**src/rtl/imm_gen_stage_if.sv**
```systemverilog
// Handshake bundle for imm_gen_stage: instruction/tag in, decoded immediate/flags/tag out.
interface imm_gen_stage_if #(
  parameter int unsigned XLEN  = 32,
  parameter int unsigned TAG_W = 32
);
  logic             in_valid;
  logic             in_ready;
  logic [31:0]      in_instr;
  logic [TAG_W-1:0] in_tag;
  logic             out_valid;
  logic             out_ready;
  logic [XLEN-1:0]  out_imm;
  logic [2:0]       out_fmt;
  logic             out_illegal;
  logic [TAG_W-1:0] out_tag;

  modport master (
    output in_valid, in_instr, in_tag, out_ready,
    input  in_ready, out_valid, out_imm, out_fmt, out_illegal, out_tag
  );

  modport slave (
    input  in_valid, in_instr, in_tag, out_ready,
    output in_ready, out_valid, out_imm, out_fmt, out_illegal, out_tag
  );
endinterface

```
**src/rtl/imm_gen_stage.sv**
```systemverilog
// Decode-stage immediate generator: combinational RV32I/RV64I immediate decode, registered on
// acceptance, with an output register plus one skid entry for full throughput under backpressure.
module imm_gen_stage #(
  parameter int unsigned XLEN     = 32,
  parameter int unsigned LS_SHIFT = 2,
  parameter int unsigned TAG_W    = 32
) (
  input  logic             clk,
  input  logic             rst_n,
  input  logic             flush,
  imm_gen_stage_if.slave   bus
);

  localparam logic [6:0] OpLui    = 7'b0110111;
  localparam logic [6:0] OpAuipc  = 7'b0010111;
  localparam logic [6:0] OpJal    = 7'b1101111;
  localparam logic [6:0] OpJalr   = 7'b1100111;
  localparam logic [6:0] OpBranch = 7'b1100011;
  localparam logic [6:0] OpLoad   = 7'b0000011;
  localparam logic [6:0] OpStore  = 7'b0100011;
  localparam logic [6:0] OpOpImm  = 7'b0010011;
  localparam logic [6:0] OpSystem = 7'b1110011;

  localparam logic [2:0] FmtNone  = 3'd0;
  localparam logic [2:0] FmtI     = 3'd1;
  localparam logic [2:0] FmtS     = 3'd2;
  localparam logic [2:0] FmtB     = 3'd3;
  localparam logic [2:0] FmtU     = 3'd4;
  localparam logic [2:0] FmtJ     = 3'd5;
  localparam logic [2:0] FmtShamt = 3'd6;
  localparam logic [2:0] FmtZimm  = 3'd7;

  typedef struct packed {
    logic [XLEN-1:0]  imm;
    logic [2:0]       fmt;
    logic             ill;
    logic [TAG_W-1:0] tag;
  } entry_t;

  function automatic logic [XLEN-1:0] sext(input logic [31:0] v);
    return XLEN'($signed(v));
  endfunction

  logic [31:0]     instr;
  logic [6:0]      opcode;
  logic [2:0]      funct3;
  logic [31:0]     i_imm, s_imm, b_imm, u_imm, j_imm;
  logic [XLEN-1:0] dec_imm;
  logic [2:0]      dec_fmt;
  logic            dec_ill;

  assign instr  = bus.in_instr;
  assign opcode = instr[6:0];
  assign funct3 = instr[14:12];

  // Every format pre-sign-extended to 32 bits; sext() widens to XLEN.
  assign i_imm = {{20{instr[31]}}, instr[31:20]};
  assign s_imm = {{20{instr[31]}}, instr[31:25], instr[11:7]};
  assign b_imm = {{20{instr[31]}}, instr[7], instr[30:25], instr[11:8], 1'b0};
  assign u_imm = {instr[31:12], 12'b0};
  assign j_imm = {{12{instr[31]}}, instr[19:12], instr[20], instr[30:21], 1'b0};

  always_comb begin
    dec_imm = '0;
    dec_fmt = FmtNone;
    dec_ill = 1'b0;
    case (opcode)
      OpLui, OpAuipc: begin dec_imm = sext(u_imm); dec_fmt = FmtU; end
      OpJal:          begin dec_imm = sext(j_imm); dec_fmt = FmtJ; end
      OpJalr:         begin dec_imm = sext(i_imm); dec_fmt = FmtI; end
      OpBranch:       begin dec_imm = sext(b_imm); dec_fmt = FmtB; end
      OpLoad:         begin dec_imm = sext(i_imm) << LS_SHIFT; dec_fmt = FmtI; end
      OpStore:        begin dec_imm = sext(s_imm) << LS_SHIFT; dec_fmt = FmtS; end
      OpOpImm: begin
        if (funct3 == 3'b001 || funct3 == 3'b101) begin
          dec_fmt = FmtShamt;
          if (XLEN == 32) begin
            dec_imm = XLEN'(instr[24:20]);
            dec_ill = instr[25];
          end else begin
            dec_imm = XLEN'(instr[25:20]);
          end
        end else begin
          dec_imm = sext(i_imm);
          dec_fmt = FmtI;
        end
      end
      OpSystem: begin
        if (funct3[2]) begin
          dec_imm = XLEN'(instr[19:15]);
          dec_fmt = FmtZimm;
        end
      end
      default: ;
    endcase
  end

  entry_t out_q, out_d, skid_q, skid_d, new_e;
  logic   out_valid_q, out_valid_d, skid_valid_q, skid_valid_d;
  logic   accept, drain;

  assign new_e  = '{imm: dec_imm, fmt: dec_fmt, ill: dec_ill, tag: bus.in_tag};
  assign accept = bus.in_valid && !skid_valid_q;
  assign drain  = out_valid_q && bus.out_ready;

  always_comb begin
    out_d        = out_q;
    skid_d       = skid_q;
    out_valid_d  = out_valid_q;
    skid_valid_d = skid_valid_q;
    if (flush) begin
      out_valid_d  = 1'b0;
      skid_valid_d = 1'b0;
    end else if (skid_valid_q) begin
      // Input is blocked while the skid is occupied; only a drain can make progress.
      if (drain) begin
        out_d        = skid_q;
        skid_valid_d = 1'b0;
      end
    end else if (accept) begin
      if (!out_valid_q || drain) begin
        out_d       = new_e;
        out_valid_d = 1'b1;
      end else begin
        skid_d       = new_e;
        skid_valid_d = 1'b1;
      end
    end else if (drain) begin
      out_valid_d = 1'b0;
    end
  end

  always_ff @(posedge clk or negedge rst_n) begin
    if (!rst_n) begin
      out_q        <= '0;
      skid_q       <= '0;
      out_valid_q  <= 1'b0;
      skid_valid_q <= 1'b0;
    end else begin
      out_q        <= out_d;
      skid_q       <= skid_d;
      out_valid_q  <= out_valid_d;
      skid_valid_q <= skid_valid_d;
    end
  end

  assign bus.in_ready    = !skid_valid_q;
  assign bus.out_valid   = out_valid_q;
  assign bus.out_imm     = out_q.imm;
  assign bus.out_fmt     = out_q.fmt;
  assign bus.out_illegal = out_q.ill;
  assign bus.out_tag     = out_q.tag;

endmodule

```
**src/flat_wrapper.sv**
```systemverilog
// flat-port wrapper written by rule: the top's interface ports become plain ports
module imm_gen_stage_flat 
#(
  parameter int unsigned XLEN     = 32,
  parameter int unsigned LS_SHIFT = 2,
  parameter int unsigned TAG_W    = 32
)
  (clk, rst_n, flush, bus_in_valid, bus_in_instr, bus_in_tag, bus_out_ready, bus_in_ready, bus_out_valid, bus_out_imm, bus_out_fmt, bus_out_illegal, bus_out_tag);
  imm_gen_stage_if #(.XLEN(XLEN), .TAG_W(TAG_W)) bus_i ();
  input  logic clk;
  input  logic rst_n;
  input  logic flush;
  input wire logic [$bits(bus_i.in_valid)-1:0] bus_in_valid;
  input wire logic [$bits(bus_i.in_instr)-1:0] bus_in_instr;
  input wire logic [$bits(bus_i.in_tag)-1:0] bus_in_tag;
  input wire logic [$bits(bus_i.out_ready)-1:0] bus_out_ready;
  output wire logic [$bits(bus_i.in_ready)-1:0] bus_in_ready;
  output wire logic [$bits(bus_i.out_valid)-1:0] bus_out_valid;
  output wire logic [$bits(bus_i.out_imm)-1:0] bus_out_imm;
  output wire logic [$bits(bus_i.out_fmt)-1:0] bus_out_fmt;
  output wire logic [$bits(bus_i.out_illegal)-1:0] bus_out_illegal;
  output wire logic [$bits(bus_i.out_tag)-1:0] bus_out_tag;
  assign bus_i.in_valid = bus_in_valid;
  assign bus_i.in_instr = bus_in_instr;
  assign bus_i.in_tag = bus_in_tag;
  assign bus_i.out_ready = bus_out_ready;
  assign bus_in_ready = bus_i.in_ready;
  assign bus_out_valid = bus_i.out_valid;
  assign bus_out_imm = bus_i.out_imm;
  assign bus_out_fmt = bus_i.out_fmt;
  assign bus_out_illegal = bus_i.out_illegal;
  assign bus_out_tag = bus_i.out_tag;
  imm_gen_stage #(.XLEN(XLEN), .LS_SHIFT(LS_SHIFT), .TAG_W(TAG_W)) u_core (.clk(clk), .rst_n(rst_n), .flush(flush), .bus(bus_i));
endmodule
```
**config.mk**
```make
export PLATFORM = sky130hd
export DESIGN_NAME = imm_gen_stage_flat
export DESIGN_NICKNAME = d
export VERILOG_FILES = /design/src/rtl/imm_gen_stage_if.sv /design/src/rtl/imm_gen_stage.sv /design/src/flat_wrapper.sv
export SDC_FILE = /design/constraint.sdc
export NUM_CORES = 1
export LEC_CHECK = 0
export BUFFER_PORTS_ARGS = -buffer_cell sky130_fd_sc_hd__buf_2
export CAP_MARGIN = 0
export CORE_MARGIN = 3
export CORE_UTILIZATION = 39
export CTS_CLUSTER_SIZE = 30
export DETAILED_ROUTE_END_ITERATION = 7
export GPL_ROUTABILITY_DRIVEN = 1
export GPL_TIMING_DRIVEN = 0
export SYNTH_ARGS = -nofsm -noshare
export SYNTH_HDL_FRONTEND = slang
export SYNTH_SLANG_ARGS = --single-unit
```
**constraint.sdc**
```tcl
create_clock -name clk -period 2.8 [get_ports clk]
set_clock_uncertainty 0.1 [all_clocks]
set_input_delay 0 -clock clk [delete_from_list [all_inputs] [get_ports clk]]
set_output_delay 0 -clock clk [all_outputs]
set_load 0.02 [all_outputs]
```
==> results of run 1 <==
-- cells in the final DEF, fill, tap and decap left out, types with 3 or more instances in the layout --
cell,n
nor3_1,8
clkbuf_16,17
o211ai_1,3
clkbuf_2,3
nor2b_1,3
o22ai_1,3
a31oi_1,9
clkbuf_1,38
o21ai_0,77
clkinv_2,3
buf_2,138
o21a_1,3
o31ai_1,3
mux2_2,6
nand2_1,172
buf_1,3
dfrtp_1,138
buf_4,3
mux2i_1,33
dlygate4sd3_1,65
nor2_1,32
or3_1,28
a21oi_1,64
o21ai_1,6
nor3b_1,3
nand2b_1,3
inv_1,3
nand3_1,6
a22oi_1,6
-- logic make-up after synthesis --
logic type / Yosys count / synth area share
flops: 138 / 0.551
compound gates: 186 / 0.169
buf+inv: 51 / 0.0331
simple gates: 264 / 0.184
mux: 39 / 0.0635
-- final cells by class --
type                            instances  area (um2)  share of cell area
Tap cell                              211         264              0.0312
Clock buffer                           21         450              0.0532
Sequential cell                       138        3450               0.408
Inverter                                3        11.3             0.00133
Multi-Input combinational cell        489        2610               0.309
Buffer                                 47         196              0.0232
Clock inverter                          8        98.8              0.0117
Timing Repair Buffer                  203        1380               0.163
-- what timing repair did --
action	in CTS	in global routing
resized for setup	1	6
endpoints found under the setup margin	2	14
hold buffers	65	0
buffers inserted	0	2
endpoints found under the hold margin	268	0
pin swaps	0	1
-- worst max-delay path, delay by kind of cell (launching register included) --
family / cells / cell delay, ns
buffers and inverters: 3 / 1.26
AND/OR/NAND/NOR: 2 / 0.67
flip-flops: 1 / 0.35
AO/OA/AOI/OAI: 1 / 0.16
-- registers in the layout (all words and copies together), names as in the netlist --
| signal | cells |
|---|---|
| u_core.bus.out_valid | 1 |
| u_core.bus.out_illegal | 1 |
| u_core.skid_q | 68 |
| u_core.bus.out_fmt | 3 |
| u_core.bus.out_tag | 32 |
| u_core.bus.out_imm | 32 |
| u_core.skid_valid_q | 1 |
-- worst max-delay path by stage --
stage,start,endpoint,slack (ns),depth (start not counted)
2_1_floorplan,u_core.skid_valid_q$_DFF_PN0_,u_core.bus.out_imm[21]$_DFFE_PN0P_,0.76,7
3_3_place_gp,rst_n,u_core.skid_q[13]$_DFFE_PN0P_,-0.28,1
3_5_place_dp,u_core.skid_valid_q$_DFF_PN0_,u_core.bus.out_imm[28]$_DFFE_PN0P_,0.003,7
4_1_cts,u_core.skid_valid_q$_DFF_PN0_,u_core.skid_q[32]$_DFFE_PN0P_,0.09,8
5_1_grt,u_core.skid_valid_q$_DFF_PN0_,u_core.skid_q[38]$_DFFE_PN0P_,0.002,6
6_report,u_core.skid_valid_q$_DFF_PN0_,u_core.skid_q[38]$_DFFE_PN0P_,0.13,6
-- power by group --
group | leakage [uW] | switching (uW) | internal (uW)
Clock | 0.000265 | 816 | 1310
Combinational | 0.00182 | 768 | 474
Sequential | 0.00173 | 203 | 2390
-- through the flow --
stage,instance area [um2],setup WS [ns],power (uW)
floorplan,6270,0.756,3300
global placement,7210,-0.277,3750
detailed placement,7240,0.00328,3800
CTS,8450,0.0913,6010
global route,8460,0.00219,6260
finish,8460,0.132,5970
-- layer usage --
layer  vias to the layer above  track usage  wire, um
met2                       234        0.342      8980
met4                         0       0.0791       325
li1                       2777            -         -
met3                        30       0.0475      1210
met5                         -            0         0
met1                      2813        0.288      8260
==> reports/metrics.yaml, run 1 <==
final_layout:
  final_cells: 1120
  diodes: 0
  area_growth_pct: 35.0
  drive_gt1_frac: 0.207
  fin_util: 0.547
  fill_cells: 1394
  nets: 968
yosys:
  ys_seq_area_frac: 0.551
  synth-edff-count: 0
  synth_area_um2: 6270
  synth.distinct_cells: 44
  synth_flop_cell: "dfrtp_1"
  synthDominantCellAreaShare: 0.551
  ys_ff_latch: 138
  synth_top_cell_by_area: "dfrtp_1"
  yosys_warnings: 0
  syn_area_per_cell_um2: 9.24
  synth_commonest_cells: "nand2_1 (172), dfrtp_1 (138), o21ai_0 (77)"
  synth.most_common_cell: "nand2_1"
  syn_nets: 747
  syn_inst: 678
  async_reset_ff_frac: 1.00
  synth_area_leaders: "dfrtp_1 (55%), nand2_1 (10%), o21ai_0 (6.2%)"
timing:
  drv_slew: 0
  hold_viol_final: 8
  slew_headroom: 0.465
  finalSetupViolCount: 0
  fmax_ghz: 0.375
  rsz0062_at_grt: "no"
  period_minus_slack_ns: 2.67
  fin_crit_sh: 0.953
  worst_pin_slew_ns: 0.796
  whs_ns: -0.0126
  setup_tns_ns: 0
setup_path:
  r2r_end: "u_core.skid_q[38]$_DFFE_PN0P_"
  r2r_cells: 6
  cp.arrival_ns: 2.87
  critPathSlowestCell: "dlygate4sd3_1"
  criticalPathCategory: "flop to flop"
  worst_setup_path_end_kind: "flop"
  reg2reg_slack_ns: 0.13
  critical_path.max_fanout: 10
  r2r-start: "u_core.skid_valid_q$_DFF_PN0_"
  critPathLaunchType: "flop"
  critical_path.most_common_cell: "clkbuf_1"
  critPathMaxStageDelay_ns: 0.58
  required_ns: 3.00
  path_cells: "clkbuf_1, nand2b_1, nor3_1, clkbuf_1, a31oi_1, dlygate4sd3_1"
drt:
  dr.pass1.iters: 5
  viasPerCell: 5.23
  antenna_left: 0
  wire_per_inst_um: 16.8
  drc: 0
  wirelength_um: 18800
  num_vias: 5854
  drtIter0Drc: 452
clocking:
  numCtsBuffers: 17
  clk_latency_ns: 0.42
  tritoncts: "done"
  htree_num_levels: 4
  clock_path_buffers: 2
  clock-sinks: 138
  clk_pin_slew_ns: 0.06
  cts-root-buf: "clkbuf_16"
floorplanning:
  dieArea_um2: 17600
  die_w_um: 133
  die_y_um: 133
  io_pins: 139
  start_util: 0.405
  row_count: 45
  coreArea_um2: 15500
job:
  cap_violations: 0
global_route:
  grt_pass1_wl_um: 30100
  antenna_found_initial: 0
  grtUsageTotal: 0.215
  grt_max_degree: 90
  overflow: 0
  grt_pass1_vias: 5734
placed_design:
  portBuffers: 135
  dp_hpwl_um: 13000
  place_inst: 1025
  gp_congestion: 0.895
pwr:
  p_per_area_nw_per_um2: 705
  p_leak_uw: 0.00381
  vdd_drop_max_mv: 0.443
outcome:
  status: "finished with violations"
  failed_checks: "negative hold slack"
min_path:
  min_path_type: "input port to async pin"
Power figures use the tool's default switching activity.
==> inputs of run 2 (changes only) <==
--- a/config.mk
+++ b/config.mk
@@ -5,14 +5,15 @@
 export SDC_FILE = /design/constraint.sdc
 export NUM_CORES = 1
 export LEC_CHECK = 0
-export BUFFER_PORTS_ARGS = -buffer_cell sky130_fd_sc_hd__buf_2
+export BUFFER_PORTS_ARGS = -buffer_cell sky130_fd_sc_hd__clkbuf_2
 export CAP_MARGIN = 0
 export CORE_MARGIN = 3
-export CORE_UTILIZATION = 39
+export CORE_UTILIZATION = 54
 export CTS_CLUSTER_SIZE = 30
 export DETAILED_ROUTE_END_ITERATION = 7
 export GPL_ROUTABILITY_DRIVEN = 1
 export GPL_TIMING_DRIVEN = 0
+export PLACE_DENSITY = 0.8
 export SYNTH_ARGS = -nofsm -noshare
 export SYNTH_HDL_FRONTEND = slang
 export SYNTH_SLANG_ARGS = --single-unit
==> reports/metrics.yaml, run 2 (synthesized netlist as in run 1, its figures left out) <==
floorplanning:
  die_y_um: 114
  row_count: 38
  start_util: 0.566
  io_pins: 139
  die_w_um: 114
  dieArea_um2: 12900
  coreArea_um2: 11100
setup_path:
  required_ns: 2.99
  r2r-start: "u_core.skid_valid_q$_DFF_PN0_"
  critical_path.max_fanout: 10
  reg2reg_slack_ns: 0.18
  path_cells: "clkbuf_1, nand2b_1, a211oi_4, nand2_1, a21oi_4, buf_4, a21oi_1"
  cp.arrival_ns: 2.81
  criticalPathCategory: "flop to flop"
  r2r_end: "u_core.bus.out_imm[24]$_DFFE_PN0P_"
  worst_setup_path_end_kind: "flop"
  r2r_cells: 7
  critPathMaxStageDelay_ns: 0.50
  critPathLaunchType: "flop"
  critPathSlowestCell: "a211oi_4"
placed_design:
  portBuffers: 135
  dp_hpwl_um: 12600
  post_dp_cell_area_um2: 7150
  gp_congestion: 0.917
clocking:
  htree_num_levels: 4
  clk_pin_slew_ns: 0.05
  cts-root-buf: "clkbuf_16"
  clk_latency_ns: 0.41
  tritoncts: "done"
  clock-sinks: 138
  clock_path_buffers: 2
  numCtsBuffers: 17
  cts_setup_buffers: 0
global_route:
  grt_pass1_wl_um: 30500
  grt_max_degree: 108
  grtUsageTotal: 0.302
  antenna_found_initial: 0
  overflow: 0
  grt_pass1_vias: 6165
drt:
  dr.pass1.iters: 6
  wirelength_um: 19100
  drc: 0
  wire_per_inst_um: 18.2
  drtIter0Drc: 693
  viasPerCell: 5.81
  antenna_left: 0
  num_vias: 6075
timing:
  worst_pin_slew_ns: 0.858
  drv_slew: 0
  hold_viol_final: 0
  rsz0062_at_grt: "no"
  fmax_ghz: 0.381
  slew_headroom: 0.424
  period_minus_slack_ns: 2.62
  finalSetupViolCount: 0
  setup_tns_ns: 0
  fin_crit_sh: 0.937
final_layout:
  fin_util: 0.752
  finish.instance_area_um2: 8330
  nets: 963
  final_cell_mix: "nand2_1 (172), dfrtp_1 (138), clkbuf_2 (136)"
  diodes: 0
  largest_reg_flops: 68
  final_common_cell: "nand2_1"
  drive_gt1_frac: 0.206
  area_growth_pct: 33.0
  largest_register: "u_core.skid_q"
pwr:
  vdd_drop_max_mv: 0.591
  p_leak_uw: 0.00381
  p_per_area_nw_per_um2: 715
min_path:
  min_path_type: "input port to async pin"
outcome:
  status: "finished, final reports clean"
job:
  cap_violations: 0
==> run 2: changes by cell type in the layout (fill, tap and decap cells not counted), moves of 2 or more <==
| cell | previous run | this run |
|---|---|---|
| buf_2 | 138 | 4 |
| buf_4 | 3 | 1 |
| clkbuf_1 | 38 | 41 |
| clkbuf_2 | 3 | 136 |
| clkbuf_8 | 1 | 4 |
| clkinvlp_4 | 2 | 0 |
| dlygate4sd3_1 | 65 | 60 |
==> run 2: what timing repair did <==
action	CTS	global route
resized for setup	0	5
hold endpoints to repair	267	0
hold buffers	61	0
setup endpoints to repair	0	11
==> run 2: power by group <==
group | leakage (uW) | switching [uW] | internal (uW) | total [uW]
clock | 0.000274 | 799 | 1280 | 2080
combinational | 0.00181 | 790 | 463 | 1250
sequential | 0.00173 | 231 | 2400 | 2630
==> run 2: worst max path at each step <==
stage                                         end  cells after the start  slack (ns)                           from
6_report       u_core.bus.out_imm[24]$_DFFE_PN0P_                      7        0.18  u_core.skid_valid_q$_DFF_PN0_
5_1_grt         u_core.bus.out_tag[9]$_DFFE_PN0P_                      8        0.03  u_core.skid_valid_q$_DFF_PN0_
4_1_cts        u_core.bus.out_imm[27]$_DFFE_PN0P_                      7        0.07  u_core.skid_valid_q$_DFF_PN0_
3_5_place_dp   u_core.bus.out_imm[27]$_DFFE_PN0P_                      7        0.09  u_core.skid_valid_q$_DFF_PN0_
3_3_place_gp        u_core.skid_q[17]$_DFFE_PN0P_                      1       -0.52                          rst_n
2_1_floorplan  u_core.bus.out_imm[21]$_DFFE_PN0P_                      7        0.76  u_core.skid_valid_q$_DFF_PN0_
==> run 2: metrics by stage <==
step | hold slack [ns] | setup WS, ns | total power (uW) | cells
floorplan | -0.396 | 0.756 | 3300 | 678
global placement | 0.108 | -0.515 | 3730 | 953
detailed placement | -0.187 | 0.0933 | 3800 | 954
CTS | 0.0114 | 0.0660 | 5940 | 1046
global route | 0.0335 | 0.0294 | 6230 | 1046
finish | 0.0238 | 0.177 | 5960 | 1046
==> run 2: layout make-up <==
cell class                      instances  area (um2)
Sequential cell                       138        3450
Fill cell                             790        2750
Multi-Input combinational cell        489        2610
Timing Repair Buffer                  197        1330
Clock buffer                           24         482
Buffer                                 48         199
Tap cell                              140         175
Clock inverter                          7        67.6
Inverter                                3        11.3
==> run 2: layer usage <==
metal | routed length, um | global-route usage
met3 | 1420 | 0.0727
met5 | 0 | 0
met2 | 9390 | 0.491
met4 | 612 | 0.143
met1 | 7650 | 0.382
==> run 2: critical path: cells and delay by family (launching register included) <==
family          cells  cell delay, ns
flops               1            0.35
buf+inv             2            0.41
compound gates      3            1.03
simple gates        2            0.59
